[config.mk]
export PLATFORM = sky130hd
export DESIGN_NAME = poci_arbiter_flat
export DESIGN_NICKNAME = d
export VERILOG_FILES = /design/src/rtl/poci_arbiter_if.sv /design/src/rtl/poci_arbiter.sv /design/src/flat_wrapper.sv
export SDC_FILE = /design/constraint.sdc
export NUM_CORES = 1
export LEC_CHECK = 0
export CORE_AREA = 2 2 118 120
export DETAILED_ROUTE_END_ITERATION = 10
export DIE_AREA = 0 0 120 122
export PLACE_DENSITY = 0.72
export SLEW_MARGIN = 40
export SYNTH_ARGS = -nofsm -noshare
export SYNTH_HDL_FRONTEND = slang
export SYNTH_SLANG_ARGS = --single-unit
[constraint.sdc]
create_clock -name clk -period 2.89 [get_ports clk]
set_clock_uncertainty 0.15 [all_clocks]
set_input_delay 0.578 -clock clk [delete_from_list [all_inputs] [get_ports clk]]
set_output_delay 0.578 -clock clk [all_outputs]
set_load 0.02 [all_outputs]
[src/rtl/poci_arbiter_if.sv]
// rtl/poci_arbiter_if.sv - POCI bus widths and the requester/downstream bus bundle
package pk_poci;
    localparam int ADDR_WIDTH = 32;
    localparam int DATA_WIDTH = 32;
endpackage

interface if_poci;
    logic                            psel;
    logic                            penable;
    logic                            pwrite;
    logic [pk_poci::ADDR_WIDTH-1:0]  paddr;
    logic [pk_poci::DATA_WIDTH-1:0]  pwdata;
    logic [pk_poci::DATA_WIDTH-1:0]  prdata;
    logic                            pready;
    logic                            pslverr;

    // f: the arbiter faces a requester; n: the arbiter drives the shared port
    modport f (input psel, penable, pwrite, paddr, pwdata, output prdata, pready, pslverr);
    modport n (output psel, penable, pwrite, paddr, pwdata, input prdata, pready, pslverr);
endinterface

[src/rtl/poci_arbiter.sv]
// rtl/poci_arbiter.sv - two-requester round-robin POCI arbiter with ACCESS-phase watchdog
module poci_arbiter #(
    parameter int TIMEOUT   = 16,
    parameter int CNT_WIDTH = 8
) (
    input  logic       clk,
    input  logic       reset,
    if_poci.f          m0,
    if_poci.f          m1,
    if_poci.n          s,
    output logic [1:0] grant
);
    localparam int AW = pk_poci::ADDR_WIDTH;
    localparam int DW = pk_poci::DATA_WIDTH;

    localparam logic [1:0] ST_IDLE   = 2'd0;
    localparam logic [1:0] ST_SETUP  = 2'd1;
    localparam logic [1:0] ST_ACCESS = 2'd2;

    localparam bit                   WD_EN   = (TIMEOUT != 0);
    localparam logic [CNT_WIDTH-1:0] WD_LAST = CNT_WIDTH'(TIMEOUT - 1);

    logic [1:0]           state_q, state_d;
    logic [1:0]           grant_q, grant_d;
    logic                 last_q, last_d;
    logic [AW-1:0]        paddr_q, paddr_d;
    logic [DW-1:0]        pwdata_q, pwdata_d;
    logic                 pwrite_q, pwrite_d;
    logic [CNT_WIDTH-1:0] wd_q, wd_d;

    logic          in_access;
    logic          wd_fire;
    logic          done;
    logic          pick_m1;
    logic          rsp_err;
    logic [DW-1:0] rsp_data;
    logic          unused_penable;

    // Requester penable is irrelevant: a stalled ACCESS still counts as pending
    assign unused_penable = m0.penable | m1.penable;

    always_comb begin
        in_access = (state_q == ST_ACCESS);
        wd_fire   = WD_EN && in_access && !s.pready && (wd_q == WD_LAST);
        done      = in_access && (s.pready || wd_fire);
        rsp_err   = s.pready ? s.pslverr : 1'b1;
        rsp_data  = s.pready ? s.prdata : '0;
        // last_q = 1 means m1 owned the previous transfer
        pick_m1   = m1.psel && (!m0.psel || !last_q);
    end

    assign s.psel    = (state_q != ST_IDLE);
    assign s.penable = in_access;
    assign s.paddr   = paddr_q;
    assign s.pwrite  = pwrite_q;
    assign s.pwdata  = pwdata_q;

    assign m0.pready  = done && grant_q[0];
    assign m0.pslverr = done && grant_q[0] && rsp_err;
    assign m0.prdata  = (done && grant_q[0]) ? rsp_data : '0;
    assign m1.pready  = done && grant_q[1];
    assign m1.pslverr = done && grant_q[1] && rsp_err;
    assign m1.prdata  = (done && grant_q[1]) ? rsp_data : '0;

    assign grant = grant_q;

    always_comb begin
        state_d  = state_q;
        grant_d  = grant_q;
        last_d   = last_q;
        paddr_d  = paddr_q;
        pwdata_d = pwdata_q;
        pwrite_d = pwrite_q;
        wd_d     = wd_q;
        case (state_q)
            ST_IDLE: begin
                if (m0.psel || m1.psel) begin
                    state_d  = ST_SETUP;
                    grant_d  = pick_m1 ? 2'b10 : 2'b01;
                    paddr_d  = pick_m1 ? m1.paddr : m0.paddr;
                    pwdata_d = pick_m1 ? m1.pwdata : m0.pwdata;
                    pwrite_d = pick_m1 ? m1.pwrite : m0.pwrite;
                end
            end
            ST_SETUP: begin
                state_d = ST_ACCESS;
                wd_d    = '0;
            end
            ST_ACCESS: begin
                if (done) begin
                    state_d = ST_IDLE;
                    last_d  = grant_q[1];
                    grant_d = 2'b00;
                end else begin
                    wd_d = wd_q + CNT_WIDTH'(1);
                end
            end
            default: begin
                state_d = ST_IDLE;
                grant_d = 2'b00;
            end
        endcase
    end

    always_ff @(posedge clk or posedge reset) begin
        if (reset) begin
            state_q  <= ST_IDLE;
            grant_q  <= 2'b00;
            last_q   <= 1'b1;
            paddr_q  <= '0;
            pwdata_q <= '0;
            pwrite_q <= 1'b0;
            wd_q     <= '0;
        end else begin
            state_q  <= state_d;
            grant_q  <= grant_d;
            last_q   <= last_d;
            paddr_q  <= paddr_d;
            pwdata_q <= pwdata_d;
            pwrite_q <= pwrite_d;
            wd_q     <= wd_d;
        end
    end
endmodule

[src/flat_wrapper.sv]
// flat-port wrapper written by rule: the top's interface ports become plain ports
module poci_arbiter_flat 
#(
    parameter int TIMEOUT   = 16,
    parameter int CNT_WIDTH = 8
)
  (clk, reset, grant, m0_psel, m0_penable, m0_pwrite, m0_paddr, m0_pwdata, m0_prdata, m0_pready, m0_pslverr, m1_psel, m1_penable, m1_pwrite, m1_paddr, m1_pwdata, m1_prdata, m1_pready, m1_pslverr, s_psel, s_penable, s_pwrite, s_paddr, s_pwdata, s_prdata, s_pready, s_pslverr);
  if_poci m0_i ();
  if_poci m1_i ();
  if_poci s_i ();
  input  logic clk;
  input  logic reset;
  output logic [1:0] grant;
  input wire logic [$bits(m0_i.psel)-1:0] m0_psel;
  input wire logic [$bits(m0_i.penable)-1:0] m0_penable;
  input wire logic [$bits(m0_i.pwrite)-1:0] m0_pwrite;
  input wire logic [$bits(m0_i.paddr)-1:0] m0_paddr;
  input wire logic [$bits(m0_i.pwdata)-1:0] m0_pwdata;
  output wire logic [$bits(m0_i.prdata)-1:0] m0_prdata;
  output wire logic [$bits(m0_i.pready)-1:0] m0_pready;
  output wire logic [$bits(m0_i.pslverr)-1:0] m0_pslverr;
  input wire logic [$bits(m1_i.psel)-1:0] m1_psel;
  input wire logic [$bits(m1_i.penable)-1:0] m1_penable;
  input wire logic [$bits(m1_i.pwrite)-1:0] m1_pwrite;
  input wire logic [$bits(m1_i.paddr)-1:0] m1_paddr;
  input wire logic [$bits(m1_i.pwdata)-1:0] m1_pwdata;
  output wire logic [$bits(m1_i.prdata)-1:0] m1_prdata;
  output wire logic [$bits(m1_i.pready)-1:0] m1_pready;
  output wire logic [$bits(m1_i.pslverr)-1:0] m1_pslverr;
  output wire logic [$bits(s_i.psel)-1:0] s_psel;
  output wire logic [$bits(s_i.penable)-1:0] s_penable;
  output wire logic [$bits(s_i.pwrite)-1:0] s_pwrite;
  output wire logic [$bits(s_i.paddr)-1:0] s_paddr;
  output wire logic [$bits(s_i.pwdata)-1:0] s_pwdata;
  input wire logic [$bits(s_i.prdata)-1:0] s_prdata;
  input wire logic [$bits(s_i.pready)-1:0] s_pready;
  input wire logic [$bits(s_i.pslverr)-1:0] s_pslverr;
  assign m0_i.psel = m0_psel;
  assign m0_i.penable = m0_penable;
  assign m0_i.pwrite = m0_pwrite;
  assign m0_i.paddr = m0_paddr;
  assign m0_i.pwdata = m0_pwdata;
  assign m0_prdata = m0_i.prdata;
  assign m0_pready = m0_i.pready;
  assign m0_pslverr = m0_i.pslverr;
  assign m1_i.psel = m1_psel;
  assign m1_i.penable = m1_penable;
  assign m1_i.pwrite = m1_pwrite;
  assign m1_i.paddr = m1_paddr;
  assign m1_i.pwdata = m1_pwdata;
  assign m1_prdata = m1_i.prdata;
  assign m1_pready = m1_i.pready;
  assign m1_pslverr = m1_i.pslverr;
  assign s_psel = s_i.psel;
  assign s_penable = s_i.penable;
  assign s_pwrite = s_i.pwrite;
  assign s_paddr = s_i.paddr;
  assign s_pwdata = s_i.pwdata;
  assign s_i.prdata = s_prdata;
  assign s_i.pready = s_pready;
  assign s_i.pslverr = s_pslverr;
  poci_arbiter #(.TIMEOUT(TIMEOUT), .CNT_WIDTH(CNT_WIDTH)) u_core (.clk(clk), .reset(reset), .m0(m0_i), .m1(m1_i), .s(s_i), .grant(grant));
endmodule
Yosys cells after proc, flatten, opt, wreduce, memory -nomap -nowiden
Cells that the tools add are included.

word-level totals
  bits in registers = 78
  output and inout bits = 137
  word-level logic and storage cells = 52

cells by class
  bitwise logic cells = 1
  $add $sub $neg = 1
  eq/ne operators = 6
  reduce and logical (&&, ||, !) cells = 22
  muxes and demuxes = 15

operator list
  kind                 number
  $mux 32              5
  $pmux 8 s2           1
  $pmux 2 s3           2
  $add 8x1->8 const B  1
  $eq 8x4->1 const B   1
  $logic_and 1x1->1    8
  $mux 2               4
  $mux 8               1
  $reduce_and 2->1     4
  $ne 2x1->1 const B   2
  $reduce_bool 2->1    2
  $logic_not 1->1      3
  $logic_or 1x1->1     3
  $reduce_and 3->1     1
  $eq 2x1->1 const B   1
  $eq 2x2->1 const B   1
  $logic_not 2->1      1
  $mux 1               2
  $ne 2x2->1 const B   1
  $not 1->1            1

Depth between registers and ports, before layout
Gate-level depths: netlist (run 1).

  depth after elaboration = 7
  mapped depth = 7
  depth with buffers taken out = 5

Least setup slack after synthesis (run 1)
No wires, ideal clock.

  kind = reg2out
  from = reg u_core.state_q[1]
  to = out m1_prdata[10]
  path buffers = 2
  required time = 2,162 ps
  cell stages (with the launch flop) = 7
  data arrival time = 1,776 ps
  slack = 386 ps
  cell sequence = dfrtp_1 -> buf_6 -> inv_1 -> nor2_1 -> nand3_4 -> clkbuf_8 -> nor2_1

on the way
  longest elaborated chain between the ends = 7

ends and longest elaborated chain
  element                         line                 text
  from (decl)                     poci_arbiter.sv:23   logic [1:0] state_q, state_d;
  from (signal assigned)          poci_arbiter.sv:115  state_q <= state_d;
  $eq 2x2->1 *                    poci_arbiter.sv:43   in_access = (state_q == ST_ACCESS);
  via s_penable                   flat_wrapper.sv:31   output wire logic [$bits(s_i.penable)-1:0] s_penable;
  $logic_and 1x1->1 (2 in a row)  poci_arbiter.sv:44   wd_fire = WD_EN && in_access && !s.pready && (wd_q == WD_LAST);
  $logic_or 1x1->1                poci_arbiter.sv:45   done = in_access && (s.pready || wd_fire);
  $logic_and 1x1->1 *             poci_arbiter.sv:45
  $logic_and 1x1->1 *             poci_arbiter.sv:63   assign m1.prdata = (done && grant_q[1]) ? rsp_data : '0;
  $mux 32 *                       poci_arbiter.sv:63
  to (decl)                       flat_wrapper.sv:27   output wire logic [$bits(m1_i.prdata)-1:0] m1_prdata;

Mark *: on every way through the listed nets, which the timed path passes. The rest lies on a longest branch.

Final worst setup path (run 1)
  from = reg u_core.wd_q[1]
  to = out m0_prdata[11]

on the way
  longest elaborated chain between the ends = 6

ends and longest elaborated chain
  element                 line                 text
  from (decl)             poci_arbiter.sv:29   logic [CNT_WIDTH-1:0] wd_q, wd_d;
  from (signal assigned)  poci_arbiter.sv:121  wd_q <= wd_d;
  $eq 8x4->1              poci_arbiter.sv:44
  $logic_and 1x1->1       poci_arbiter.sv:44
  $logic_or 1x1->1        poci_arbiter.sv:45
  $logic_and 1x1->1       poci_arbiter.sv:45
  $logic_and 1x1->1       poci_arbiter.sv:60   assign m0.prdata = (done && grant_q[0]) ? rsp_data : '0;
  $mux 32                 poci_arbiter.sv:60
  to (decl)               flat_wrapper.sv:19   output wire logic [$bits(m0_i.prdata)-1:0] m0_prdata;

No other way between the ends.

==> results.cfg, run 1 <==
[run_status]
run_status = completed

[finish]
layout.nets = 875
fillCellCount = 1216
diodes = 0
syn_to_final_growth_pct = 90.8
layout-drive-gt1-share_pct = 12.8
fin_area_mm2 = 0.00732

[clock_network]
cts.sinks = 78
cts_made_buffers = 9
cts_root_buf = clkbuf_16
clk_pin_slew_ns = 0.06
cts_max_path_buffers = 2
postCtsHoldBufs = 0
clock_latency_ns = 0.32
cts_tree = built
htreeDepth = 3

[route]
avgRoutedWirePerCell_um = 16.2
drt_iter0_markers = 394
antenna_left = 0
vias = 4424
wirelength_um = 14400
via_per_inst = 4.98
drc = 0
firstDrtPassIters = 8

[logic_synthesis]
synth_area_mm2 = 0.00384
ys_ff_latch = 78
async_flop_share_pct = 100
synth_cell_type_count = 37
ys_seq_area_share_pct = 50.9
synth_warnings = 0
synthCells = 404
syn_nets = 575
synth_top_flop_cell = dfrtp_1
synth_edf_count = 0
avgSynthCellArea_um2 = 9.50

[timing]
relSlewSlack_pct = 67.3
finalCritPeriodShare_pct = 97.0
fmax_ghz = 0.357
fin_crit_ns = 2.80
slew_violations = 0
tightest_slew_ns = 0.489
tns_ns = 0
rsz0062_at_grt = false
setup_viol = 0
hold_viol = 0

[critical_path]
crit_path_max_incr_delay_ns = 0.41
arrival_ns = 2.08
crit_path_end_kind = output pin
crit_type = reg2out
crit_slowest_cell = dfrtp_1
crit_fanout = 31
worstPathCellList = ha_2 -> and3_2 -> a21o_4 -> nand3_4 -> buf_12 -> nor2_1 -> dlygate4sd2_1
path_buf_inv = 2
crit_family = buffers and inverters
cp.required_ns = 2.16
reg2reg_slack_ns = 0.80
start_kind = flop

[power_and_ir_drop]
p_per_area_mw_per_mm2 = 891
power_uw = 6520
peakVddDrop_mv = 0.442
p_leak_uw = 0.00341

[die]
rows = 43
die_w_um = 120
initial_core_util_pct = 28.4
dieHeight_um = 122
ios = 307
die_area_mm2 = 0.0146
core_mm2 = 0.0135

[grt]
grt_overflow = 0
grt_max_degree = 79
antenna_found_initial = 0
grt_use_total_pct = 18.5
grt_first_pass_wirelength_um = 21500
grt_pass1_vias = 4307

[placed_design]
place_congestion = 0.768
port_buffers = 304
placed_area_mm2 = 0.00710
hpwlAfterDp_um = 10800

[min_path]
hold_class = reg2reg

[job]
maxCapViolCount = 0
flip-flops by register name (all words and copies together), names as in the netlist:
signal / count
u_core.wd_q: 8
u_core.s.paddr: 32
u_core.state_q: 2
u_core.grant: 2
u_core.s.pwrite: 1
u_core.last_q: 1
u_core.s.pwdata: 32
worst paths after layout:
check,depth (start not counted),start,endpoint
setup / recovery,7,u_core.wd_q[1],m0_prdata[11]
hold / removal,2,u_core.s.pwdata[2],u_core.s.pwdata[2]
setup reg to reg,5,u_core.wd_q[1],u_core.wd_q[7]
hold reg to reg,2,u_core.s.pwdata[2],u_core.s.pwdata[2]
max in group asynchronous,3,reset,u_core.s.pwdata[12]
min in group asynchronous,3,reset,u_core.state_q[1]
power by group:
group	switching, µW	internal [µW]
Combinational	1740	1590
Clock	423	867
Sequential	306	1600
Total	2470	4050
worst min-delay path, delay by kind of cell (launching register included):
| kind | cells | cell delay, ns |
|---|---|---|
| flip-flops | 1 | 0.34 |
| AO/OA/AOI/OAI | 1 | 0.06 |
| buffers and inverters | 1 | 0.05 |
layout by cell type (no fill, tap or decap), types with 3 or more instances in the layout:
cell type / instances
dlygate4sd2_1: 9
dfrtp_1: 77
nand2_1: 37
o21ai_0: 5
bufinv_16: 3
clkdlybuf4s15_2: 14
clkdlybuf4s15_1: 15
buf_12: 4
o211ai_1: 3
buf_4: 14
clkbuf_2: 29
nor2_1: 69
clkdlybuf4s50_1: 236
inv_1: 72
and3_2: 3
nand3_1: 7
clkbuf_16: 9
a222oi_1: 65
area by class of cell:
cell class              count  area, µm²  share of cell area [%]
multi-input cells         219       1430                    19.5
clock buffers              12        246                    3.37
well taps                 180        225                    3.08
clock inverters             4       95.1                    1.30
inverters                  73        275                    3.76
flip-flops and latches     78       1950                    26.7
repair buffers            323       3100                    42.3
per-stage QoR:
step                      hold WS, ns  std cells  util [%]  worst slack (ns)
after floorplan                 0.338        404         -             0.169
after global placement          0.321        872      52.5            -0.158
after detailed placement        0.324        872      52.5            -0.229
after CTS                       0.342        888      55.1            0.0232
after global routing            0.361        889      54.2           0.00161
final                           0.336        889      54.2            0.0869
Yosys cell counts, types with 2 or more instances:
| cell | n | area share [%] |
|---|---|---|
| a21o_1 | 2 | 0.39 |
| a222oi_1 | 65 | 17 |
| and3_1 | 3 | 0.49 |
| buf_2 | 10 | 1.3 |
| buf_4 | 2 | 0.39 |
| buf_6 | 7 | 2.1 |
| clkbuf_1 | 14 | 1.4 |
| dfrtp_1 | 77 | 50 |
| inv_1 | 73 | 7.1 |
| mux2i_1 | 2 | 0.52 |
| nand2_1 | 37 | 3.6 |
| nand3_1 | 7 | 0.91 |
| nand3_4 | 2 | 0.91 |
| nor2_1 | 69 | 6.7 |
| nor2b_1 | 2 | 0.33 |
| nor3b_1 | 2 | 0.39 |
| nor4_1 | 2 | 0.33 |
| o211ai_1 | 3 | 0.59 |
| o21ai_0 | 5 | 0.65 |
| o311ai_0 | 2 | 0.46 |
| o31ai_1 | 2 | 0.39 |
cell families after synthesis:
| kind of cell | share of synthesized area [%] |
|---|---|
| muxes | 0.522 |
| buffers and inverters | 12.6 |
| AOI/OAI and AO/OA | 20.6 |
| DFF | 50.9 |
| adders and majority gates | 0.326 |
| and+or+nand+nor | 15.0 |
routing by layer:
| layer | track usage (%) | wire length [µm] | vias up | share of wire (%) |
|---|---|---|---|---|
| met5 | 0 | 0 | - | 0 |
| met1 | 20.3 | 5340 | 2105 | 37 |
| li1 | - | - | 2041 | - |
| met3 | 5.15 | 1230 | 27 | 8.5 |
| met2 | 33.6 | 7450 | 251 | 52 |
| met4 | 7.35 | 412 | 0 | 2.9 |
repair_timing:
item / CTS / global route
buffers inserted: 0 / 1
endpoints found under the setup margin: 68 / 67
resized for setup: 135 / 42
No activity file was read; power rests on OpenSTA's default activity.
==> run 2: changes to the inputs <==
Settings changed: PLACE_DENSITY 0.72 to 0.81.
==> run 2 against run 1 <==
Sequential share of layout area up 0.078 points. Fmax up 0.46%. Non-clock buffer count up 2. Setup slack better by 0.013 ns. Flip-flop and latch count unchanged. Highest routed layer unchanged. Largest cell class unchanged. Cell count up 0.11%. First-iteration DRC count up 3.0%. Register-to-register slack better by 0.02 ns.
==> results.cfg, run 2 (same netlist as run 1, synthesis figures left out) <==
[route]
wl_met2_um = 7530
wl_met3_um = 1500
antenna_left = 0
wirelength_um = 14400
firstDrtPassIters = 8
m1WireLength_um = 5230
via_per_inst = 4.87
drc = 0
drt_iter0_markers = 406
avgRoutedWirePerCell_um = 16.2
routed.top_layer = met4
vias = 4330

[critical_path]
crit_path_end_kind = output pin
crit_fanout = 28
arrival_ns = 2.06
r2r-start = u_core.wd_q[0]
crit_type = reg2out
cp.required_ns = 2.16
critPathLaunch = u_core.wd_q[0]
start_kind = flop

[grt]
grt_overflow = 0
grt_use_total_pct = 18.8
antenna_found_initial = 0
grt_max_degree = 79
grt_pass1_vias = 4181
grt_first_pass_wirelength_um = 21700

[timing]
fmax_ghz = 0.358
hold_viol = 0
fin_crit_ns = 2.79
setup_slack_ns = 0.0999
relSlewSlack_pct = 70.8
finalCritPeriodShare_pct = 96.5
slew_violations = 0
rsz0062_at_grt = true
setup_viol = 0
tns_ns = 0
tightest_slew_ns = 0.439

[power_and_ir_drop]
power_uw = 6400
peakVddDrop_mv = 0.531
p_per_area_mw_per_mm2 = 877
p_leak_uw = 0.00351

[die]
rows = 43
ios = 307
dieHeight_um = 122
core_mm2 = 0.0135
die_w_um = 120
die_area_mm2 = 0.0146
initial_core_util_pct = 28.4

[placed_design]
port_buffers = 304
dp.cells = 872
hpwlAfterDp_um = 10300
place_congestion = 0.771
pre_cts_slack_ns = -0.191

[finish]
mostFrequentLayoutCells = clkdlybuf4s50_1, dfrtp_1, inv_1, nor2_1, a222oi_1
regArea_mm2 = 0.00195
diodes = 0
final_common_cell = clkdlybuf4s50_1
layout-drive-gt1-share_pct = 11.8
layout.nets = 877
fillCellCount = 1234
multi_input_area_mm2 = 0.00144
syn_to_final_growth_pct = 90.2
finish.utilization_pct = 54.1
final_cells = 890

[clock_network]
cts_made_buffers = 9
postCtsHoldBufs = 0
clk_pin_slew_ns = 0.06
cts.sinks = 78
cts_tree = built
cts_max_path_buffers = 2
cts_root_buf = clkbuf_16
clock_latency_ns = 0.32
htreeDepth = 3

[job]
maxCapViolCount = 0

[min_path]
hold_class = reg2reg
holdCritStartpoint = u_core.s.pwdata[14]

[run_status]
run_status = completed
==> run 2: cell count changes in the layout (fill, tap and decap cells not counted), sizes merged <==
cell and change:
dlygate4sd2 +23, bufinv -2, buf +3, clkdlybuf4s15 -26
clkinvlp +4, clkinv -1
==> run 2: worst paths after layout <==
path	to	depth (start not counted)	slack, ns
worst max-delay path	m1_prdata[10]	7	0.1
worst min-delay path	u_core.s.pwdata[14]	2	0.34
worst max register to register	u_core.wd_q[7]	5	0.82
worst min register to register	u_core.s.pwdata[14]	2	0.34
max in group asynchronous	u_core.s.pwdata[3]	3	1.73
min in group asynchronous	u_core.s.pwdata[21]	3	0.49
==> run 2: report_power, final <==
| part | switching (µW) | leakage, µW | total, µW | internal, µW |
|---|---|---|---|---|
| clock network | 445 | 0.000133 | 1130 | 687 |
| registers | 299 | 0.000974 | 1890 | 1600 |
| logic | 1760 | 0.00240 | 3380 | 1620 |
==> run 2: worst max-delay path, stage by stage, from the launching register on <==
cell and delay [ns]:
dfrtp_1 0.40, ha_2 0.21, and3_2 0.25, a21o_4 0.23, nand3_4 0.09, buf_12 0.17
nor2_1 0.06, dlygate4sd2_1 0.31
==> run 2: area by class of cell <==
class	instances	area share, %
Sequential cell	78	26.8
Multi-Input combinational cell	219	19.7
Tap cell	180	3.09
Clock inverter	5	0.823
Clock buffer	10	3.27
Inverter	73	3.77
Timing Repair Buffer	325	42.6
==> run 2: repair_timing <==
item / CTS / global route
pin swaps: 0 / 1
endpoints found under the setup margin: 67 / 67
setup buffers: 0 / 2
endpoints found under the hold margin: 0 / 0
resized for setup: 96 / 47
gates cloned: 0 / 1
==> run 2: routing by layer <==
| layer | up-vias | track usage, % |
|---|---|---|
| met5 | - | 0 |
| met4 | 0 | 5.37 |
| met3 | 13 | 6.65 |
| met2 | 252 | 34.6 |
| met1 | 2025 | 20.2 |
| li1 | 2040 | - |
==> run 2: per-stage QoR <==
stage / hold slack [ns] / cell area (µm²)
finish: 0.341 / 7300
global route: 0.360 / 7300
CTS: 0.342 / 7390
detailed placement: 0.325 / 7130
global placement: 0.323 / 7130
floorplan: 0.338 / 3840
